===== src/rtl/bus_pkg.sv =====
// Shared types and constants for the arbitrated bus multiplexer.
package bus_pkg;

    typedef enum logic [1:0] {
        IDLE   = 2'd0,
        GRANT  = 2'd1,
        LOCKED = 2'd2
    } state_t;

    localparam logic MODE_FIXED = 1'b0;
    localparam logic MODE_RR    = 1'b1;

endpackage


===== src/rtl/rr_priority_pick.sv =====
// Combinational picker: fixed priority (lowest index) or round robin from ptr.
module rr_priority_pick
    import bus_pkg::*;
#(
    parameter  int unsigned NSRC = 8,
    localparam int unsigned SELW = $clog2(NSRC)
) (
    input  logic [NSRC-1:0] req,
    input  logic [SELW-1:0] ptr,
    input  logic            mode,
    output logic [NSRC-1:0] pick,
    output logic [SELW-1:0] idx,
    output logic            any
);

    // Scan candidates starting at 0 (fixed) or ptr (round robin), wrapping once.
    always_comb begin
        int unsigned cand;
        logic [SELW-1:0] cand_idx;
        pick     = '0;
        idx      = '0;
        any      = 1'b0;
        cand     = 0;
        cand_idx = '0;
        for (int unsigned k = 0; k < NSRC; k++) begin
            cand = (mode == MODE_RR) ? 32'(ptr) + k : k;
            if (cand >= NSRC) begin
                cand = cand - NSRC;
            end
            cand_idx = SELW'(cand);
            if (!any && req[cand_idx]) begin
                any            = 1'b1;
                idx            = cand_idx;
                pick[cand_idx] = 1'b1;
            end
        end
    end

endmodule


===== src/rtl/bus_arbiter_mux.sv =====
// Registered, arbitrated bus multiplexer with bounded lock and forced release.
module bus_arbiter_mux
    import bus_pkg::*;
#(
    parameter  int unsigned WIDTH    = 16,
    parameter  int unsigned NSRC     = 8,
    parameter  int unsigned MAX_HOLD = 4,
    localparam int unsigned SELW     = $clog2(NSRC),
    localparam int unsigned CNTW     = $clog2(MAX_HOLD + 1)
) (
    input  logic                  clk,
    input  logic                  rst,
    input  logic [NSRC*WIDTH-1:0] data,
    input  logic [NSRC-1:0]       req,
    input  logic                  lock,
    input  logic                  mode,
    output logic [WIDTH-1:0]      bus,
    output logic                  bus_valid,
    output logic [NSRC-1:0]       gnt,
    output logic [SELW-1:0]       gnt_id,
    output logic                  timeout
);

    state_t            state, state_nx;
    logic [SELW-1:0]   rr_ptr, rr_nx, gnt_id_nx;
    logic [CNTW-1:0]   hold_cnt, hold_nx;
    logic [NSRC-1:0]   gnt_nx, mask_c, pick_gnt;
    logic [SELW-1:0]   pick_idx, rr_after_c;
    logic [WIDTH-1:0]  bus_nx, owner_data_c, win_data_c;
    logic              valid_nx, timeout_nx, pick_any, arb;
    logic              keep_c, forced_c;

    // Owner wants to hold the bus; forced release once the hold budget is spent.
    assign keep_c       = lock && req[gnt_id];
    assign forced_c     = (state == LOCKED) && keep_c && (hold_cnt == CNTW'(MAX_HOLD));
    assign mask_c       = forced_c ? ({{(NSRC-1){1'b0}}, 1'b1} << gnt_id) : '0;
    assign owner_data_c = data[32'(gnt_id) * WIDTH +: WIDTH];
    assign win_data_c   = data[32'(pick_idx) * WIDTH +: WIDTH];
    assign rr_after_c   = (pick_idx == SELW'(NSRC - 1)) ? '0 : pick_idx + SELW'(1);

    rr_priority_pick #(.NSRC(NSRC)) u_pick (
        .req  (req & ~mask_c),
        .ptr  (rr_ptr),
        .mode (mode),
        .pick (pick_gnt),
        .idx  (pick_idx),
        .any  (pick_any)
    );

    // Next-state, hold counter and output register next values.
    always_comb begin
        state_nx   = state;
        rr_nx      = rr_ptr;
        hold_nx    = hold_cnt;
        gnt_nx     = gnt;
        gnt_id_nx  = gnt_id;
        bus_nx     = bus;
        valid_nx   = bus_valid;
        timeout_nx = 1'b0;
        arb        = 1'b0;
        case (state)
            IDLE: arb = 1'b1;
            GRANT: begin
                if (keep_c) begin
                    state_nx = LOCKED;
                    hold_nx  = CNTW'(1);
                    bus_nx   = owner_data_c;
                end else begin
                    arb = 1'b1;
                end
            end
            LOCKED: begin
                if (keep_c && (hold_cnt < CNTW'(MAX_HOLD))) begin
                    hold_nx = hold_cnt + CNTW'(1);
                    bus_nx  = owner_data_c;
                end else begin
                    arb        = 1'b1;
                    timeout_nx = forced_c;
                end
            end
            default: begin
                state_nx = IDLE;
                gnt_nx   = '0;
                valid_nx = 1'b0;
            end
        endcase
        if (arb) begin
            hold_nx = '0;
            if (pick_any) begin
                state_nx  = GRANT;
                gnt_nx    = pick_gnt;
                gnt_id_nx = pick_idx;
                bus_nx    = win_data_c;
                valid_nx  = 1'b1;
                rr_nx     = rr_after_c;
            end else begin
                state_nx = IDLE;
                gnt_nx   = '0;
                valid_nx = 1'b0;
            end
        end
    end

    // State and output registers.
    always_ff @(posedge clk or posedge rst) begin
        if (rst) begin
            state     <= IDLE;
            rr_ptr    <= '0;
            hold_cnt  <= '0;
            gnt       <= '0;
            gnt_id    <= '0;
            bus       <= '0;
            bus_valid <= 1'b0;
            timeout   <= 1'b0;
        end else begin
            state     <= state_nx;
            rr_ptr    <= rr_nx;
            hold_cnt  <= hold_nx;
            gnt       <= gnt_nx;
            gnt_id    <= gnt_id_nx;
            bus       <= bus_nx;
            bus_valid <= valid_nx;
            timeout   <= timeout_nx;
        end
    end

endmodule


===== config.mk =====
export PLATFORM = sky130hd
export DESIGN_NAME = bus_arbiter_mux
export DESIGN_NICKNAME = d
export VERILOG_FILES = /design/src/rtl/bus_pkg.sv /design/src/rtl/rr_priority_pick.sv /design/src/rtl/bus_arbiter_mux.sv
export SDC_FILE = /design/constraint.sdc
export NUM_CORES = 1
export LEC_CHECK = 0
export BUFFER_PORTS_ARGS = -buffer_cell sky130_fd_sc_hd__buf_2
export CORE_MARGIN = 3
export CORE_UTILIZATION = 54
export CTS_BUF_LIST = sky130_fd_sc_hd__clkbuf_4 sky130_fd_sc_hd__clkbuf_8
export DETAILED_ROUTE_END_ITERATION = 6
export MAX_ROUTING_LAYER = met4
export PLACE_DENSITY = 0.87
export SLEW_MARGIN = 20
export SYNTH_ARGS = -nofsm -noshare
export SYNTH_HDL_FRONTEND = slang
export SYNTH_SLANG_ARGS = --single-unit

===== constraint.sdc =====
create_clock -name clk -period 5.9 [get_ports clk]
set_input_delay 0.295 -clock clk [delete_from_list [all_inputs] [get_ports clk]]
set_output_delay 0.295 -clock clk [all_outputs]
set_load 0.02 [all_outputs]

Word-level counts from Yosys, hierarchy flattened
Cells that the tools add are included.
W data, S select, Z words.
{"block": "op_classes", "add_sub_neg": 17, "n_mul": 0, "n_div": 0, "magnitude_cmp": 26, "eq_ne": 8, "shifts": 3, "n_mux": 100, "bitwise": 9, "n_reduce_logical": 33}
{"cell": "$ge A32 B4 Y1 const B", "n": 8}
{"cell": "$shiftx A128 B8 Y16", "n": 2}
{"cell": "$mux W8", "n": 12}
{"cell": "$mux W16", "n": 4}
{"cell": "$mux W3", "n": 21}
{"cell": "$or A8 B8 Y8", "n": 7}
{"cell": "$lt A3 B4 Y1 const B", "n": 9}
{"cell": "$mux W1", "n": 33}
{"cell": "$pmux W16 S2", "n": 1}
{"cell": "$mux W4", "n": 7}
{"cell": "$bmux W1 S3", "n": 9}
{"cell": "$demux W1 S3", "n": 8}
{"cell": "$ge A3 B1 Y1 const B", "n": 8}
{"cell": "$sub A3 B1 Y3 const B", "n": 8}
{"cell": "$logic_and A1 B1 Y1", "n": 19}
{"cell": "$add A3 B3 Y4 const B", "n": 4}
{"cell": "$add A3 B2 Y4 const B", "n": 2}
{"cell": "$and A8 B8 Y8", "n": 1}
{"cell": "$not A8 Y8", "n": 1}
{"cell": "$shl A1 B3 Y8 const A", "n": 1}
{"cell": "$logic_not A1 Y1", "n": 7}
{"cell": "$add A3 B1 Y3 const B", "n": 2}
{"cell": "$eq A3 B3 Y1 const B", "n": 2}
{"cell": "$pmux W3 S2", "n": 1}
{"cell": "other kinds (16)", "n": 19}
{"block": "totals", "regBits": 37, "latchBits": 0, "ramBits": 0, "rom_bits": 0, "inputBits": 140, "output_inout_bits": 29, "word_cells": 204, "n_memories": 0}

Depth between registers and ports, before layout
{"block": "depth", "word_depth": 35, "mapped_depth": 21, "depth_no_buf": 15}

Hierarchy
From an unflattened synthesis, not the netlist that was laid out.
{"block": "unflattened", "hier_cells": 557, "hier_area_um2": 5654.2}
{"module": "bus_arbiter_mux", "n_inst": 1, "cells_per_inst": 323, "area_each_um2": 4067.7, "seq_area_each_um2": 925.9}
{"module": "rr_priority_pick", "n_inst": 1, "cells_per_inst": 234, "area_each_um2": 1586.5, "seq_area_each_um2": 0.0}

Least setup slack after synthesis
Ideal clock, no wire load.
{"block": "synth_timing", "path_kind": "register to register", "from": "reg rr_ptr[1]", "to": "reg bus[10]", "arrival_time_ns": 4.411, "t_required_ns": 5.774, "slack_ns": 1.363, "stages_incl_launch_ff": 18, "synth_period_minus_slack_ns": 4.537, "path_cell_list": "dfrtp_1 buf_2 clkbuf_1 inv_1 ha_1 clkbuf_1 and2_1 clkbuf_1 mux2i_1 nor2_1 a211oi_1 nand2_1 nor3_2 nand3_1 a31oi_2 buf_4 mux4_2 a221o_1"}
{"block": "synth_via", "elab_chain_cells": 30}
{"item": "from (decl)", "line": "bus_arbiter_mux.sv:25", "rtl": "logic [SELW-1:0] rr_ptr, rr_nx, gnt_id_nx;"}
{"item": "from (signal assigned)", "line": "bus_arbiter_mux.sv:117", "rtl": "rr_ptr <= rr_nx;"}
{"item": "parallel branches: the longest is 28 deep, another holds $ge A32 B4 Y1"}
{"item": "$mux W16 *", "line": "bus_arbiter_mux.sv:89", "rtl": "if (pick_any) begin"}
{"item": "$mux W16 *", "line": "bus_arbiter_mux.sv:87", "rtl": "if (arb) begin"}
{"item": "net bus_nx[10]", "line": "bus_arbiter_mux.sv:29", "rtl": "logic [WIDTH-1:0] bus_nx, owner_data_c, win_data_c;"}
{"item": "to (signal assigned)", "line": "bus_arbiter_mux.sv:121", "rtl": "bus <= bus_nx;"}
{"item": "to (decl)", "line": "bus_arbiter_mux.sv:17", "rtl": "output logic [WIDTH-1:0] bus,"}
Mark *: on every way through the listed nets, which the timed path passes. The select of a mux whose other input is x is not followed.
A chain may end at the register's enable or synchronous reset.

Worst setup path after layout
{"block": "layout_timing", "from": "reg rr_ptr[1]", "to": "reg bus[14]"}
The elaborated chain is that of the path after synthesis.

==> summary.md <==
| Metric | Value |
|---|---|
| Hold crit path type | in2reg |
| Pins over their slew limit | 0 |
| Final WL | approximately 21 mm |
| Sequential Power Share | between 10 and 15% |
| Most frequent cells in the layout | buf_2, mux2i_1, nor2_1 |
| CP Capture Type | flip-flop |
| Most used cell, CP | nor2_1 |
| Synthesized instance count | between 600 and 700 |
| Synthesized cell area | 5560 um^2 |
| Primary FF master, synth | dfrtp_1 |
| Vias in the first global route | ~6200 |
| M1 GR Usage | approximately 46% |
| Placed Cells incl. Taps | 886 |
| DRC | 0 |
| Average vias per placed instance | approximately 7 |
| Final hold vios | 0 |
| GR Layer Usage met2 | just under 60% |
| Register area share after synthesis | around 17% |
| Leading area contributor after synthesis | mux4_2 |
| Width of the die | roughly 110 um |
| 1st-iter DRT viols | 812 |
| Worst setup margin | about 800 ps |
| Effective utilization at floorplan | a little under three fifths |
| Area Overhead vs Synth | 17.7% |
| Slew HR | 39.1% |
| GPL Wtd Cong | about 1.1 |
| Max Cap Viol | 0 |
| Root Driver | clkbuf_8 |
| Synth Net Count | a little under 800 |
| Final setup fails | 0 |
| Ys Warns | 0 |
| Largest net degree at the start of global routing | slightly above 50 |
| Sw Ratio | a little over half |
| Dpl ws | a little under 1000 ps |
| Worst-Skew Late Latency | 290 ps |
| CTS tree | yes |
| Total GRT Usage | a little over a third |
| Reg clk slew, reported paths | approximately 80 ps |
| Cell Count, Final, Fillers Out | just under 900 |
| Layout cells sized above 1 | approximately a third |
| Final period util | just under 90% |
| Mean Syn Cell Area | between 8 and 9 um^2 |
| Total grt overflow | 0 |
| Final min period | approximately 5000 ps |
| CTS max path bufs | 2 |
| GRT busiest layer | met2 |
| Combinational Power Share | between 80% and 90% |
| DP HPWL | 16.5 mm |
| CP required | between 6000 and 7000 ps |
| I/O Buffers | 168 |
| Fmax | slightly below 200 MHz |
| Psw | 2.23 mW |
| First-pass GRT wire length | between 30 and 40 mm |
| Tot Pwr | 4.19 mW |
| RSZ-0062 raised after global routing | false |
| Sink Count | 37 |
| WL/cell | between 20 and 25 um |
| Most common cell after layout, fill and taps aside | buf_2 |
| Die Y-Extent | around 110 um |
| CP max FO | 33 |
| TritonCTS Buffers | 5 |
| CP max-delay cell | dfrtp_1 |
| Int Power | 1.96 mW |
| Area contributors post-synth | mux4_2, dfrtp_1, mux2i_1 |
| Static Leak | 2.92 nW |
| FILL cells | approximately 840 |
| Ys async rst share | 100% |
| Worst slew pin tran | around 910 ps |
| Clock skew | about 6.1 ps |
| CORE AREA | 9910 um^2 |
| Antenna Violating Nets Remaining | 0 |
| DR vias | around 6200 |
| Antenna cells | 0 |
| Clock Power Share | ~4.3% |
| Crit path DAT | around 5300 ps |
| Final core occ | roughly two thirds |
| Initial antenna violation count | 0 |
| Nets@finish | 912 |
| Slowest Stage Delay on Critical Path | approximately 710 ps |
| Distinct cells, synth | 74 |
| Crit path kind | reg2reg |
| GR Util met3 | under 10% |
| Yosys top cell area share | approximately a fifth |
| Register bit total from synthesis | 37 |
| Max rail drop VDD | between 0.4 and 0.5 mV |
| Pwr Density | approximately 640 nW/um^2 |
| Drt pass-1 iters | 6 |
| Rows | 36 |
| EDFF count, synth | 0 |
| Status | finished, final reports clean |
| Kind of start point of the critical path | flip-flop |
| H-tree depth | 2 |
| Total Die Area | approximately 12000 um^2 |
| Final setup TNS | 0 ps |
| CP cell instances | inv_1, ha_1, and2_1, mux2i_1, nor2_1, a211oi_1, nand2_1, nor2_1, nand3_1, a22o_1, nand2_2, buf_12, mux4_2, a221o_1 |
| IO Count | 169 |
[stage by stage]
| step | instance area (um^2) | hold WS, ps |
|---|---|---|
| 4_1_cts | 6540 | 368 |
| 3_3_place_gp | 6450 | 166 |
| 6_report | 6540 | 375 |
| 3_5_place_dp | 6450 | 169 |
| 5_1_grt | 6540 | 378 |
| 2_1_floorplan | 5560 | 475 |
[cells in the mapped netlist, types with 4 or more instances]
| cell | number |
|---|---|
| mux2i_1 | 75 |
| nor2_1 | 73 |
| nand2_1 | 59 |
| mux4_2 | 50 |
| dfrtp_1 | 37 |
| a21oi_1 | 33 |
| o21ai_0 | 29 |
| nand3_1 | 22 |
| a221o_1 | 21 |
| buf_2 | 19 |
| clkbuf_1 | 17 |
| and2_1 | 14 |
| inv_1 | 12 |
| nor3_1 | 12 |
| ha_1 | 11 |
| o211ai_1 | 10 |
| nand2b_1 | 9 |
| a31oi_1 | 8 |
| a221oi_1 | 7 |
| a22oi_1 | 5 |
| buf_1 | 5 |
| a211oi_1 | 4 |
| a21o_1 | 4 |
| a22o_1 | 4 |
| and3_1 | 4 |
| buf_4 | 4 |
| buf_6 | 4 |
| nor2b_1 | 4 |
| nor4_1 | 4 |
[state kept, by name, summed over array words and instances (netlist names)]
signal,flops
gnt,8
hold_cnt,3
timeout,1
rr_ptr,3
bus,16
bus_valid,1
state,2
gnt_id,3
[cells by family (layout without fill, tap and decap cells)]
group | after synthesis | in the layout | share of synthesized area (%)
AO/OA/AOI/OAI | 164 | 164 | 21.7
XOR/XNOR | 4 | 4 | 0.630
adder cells (fa/ha/maj) | 11 | 11 | 2.48
buffers and inverters | 61 | 202 | 5.36
flip-flops | 37 | 37 | 16.7
multiplexers | 125 | 125 | 33.8
AND/OR/NAND/NOR | 219 | 219 | 19.4
[worst max-delay path, delay by kind of cell (launching register included)]
kind	cells	cell delay, ps
AO/OA/AOI/OAI	3	1020
multiplexers	2	650
adder cells (fa/ha/maj)	1	510
AND/OR/NAND/NOR	6	1650
flip-flops	1	710
buffers and inverters	2	440
[repair_timing]
action                     in CTS  in global routing
buffers inserted                0                  0
hold buffers                    1                  0
setup endpoints to repair       0                  0
resized for setup               0                  0
hold endpoints to repair        3                  0
[metal layers]
layer | up-vias | wire length (um)
met5 | - | 0
met4 | 0 | 741
met3 | 78 | 2050
met2 | 477 | 10200
met1 | 2976 | 7850
li1 | 2706 | -
[area by class of cell]
type | instances | area [um^2] | area share [%]
multi-input cells | 523 | 4340 | 66.4
flip-flops and latches | 37 | 928 | 14.2
well taps | 133 | 166 | 2.54
inverters | 12 | 45.0 | 0.688
clock inverters | 2 | 10.0 | 0.153
clock buffers | 6 | 76.3 | 1.17
repair buffers | 182 | 973 | 14.9
[worst paths after layout]
path                                  startpoint                 endpoint  slack [ps]  depth (start not counted)
min reg2reg                   gnt[5]$_DFFE_PP0P_       gnt[5]$_DFFE_PP0P_         480                          1
max in group asynchronous                    rst    gnt_id[0]$_DFFE_PP0P_        4800                          4
max reg2reg                rr_ptr[1]$_DFFE_PP0P_        bus[14]$_DFF_PP0_         800                         14
min in group asynchronous                    rst  hold_cnt[1]$_DFFE_PP0P_         410                          3
max                        rr_ptr[1]$_DFFE_PP0P_        bus[14]$_DFF_PP0_         800                         14
min                                         lock        timeout$_DFF_PP0_         380                          3
[power groups by stage]
stage	Combinational, mW	Sequential [mW]	Clock (mW)
final	3.49	0.523	0.180
after global routing	3.73	0.540	0.197
after CTS	3.43	0.521	0.180
after detailed placement	3.42	0.525	0
after global placement	3.35	0.513	0
after floorplan	2.65	0.529	0
Note: power is estimated with default switching activity, not from simulation.
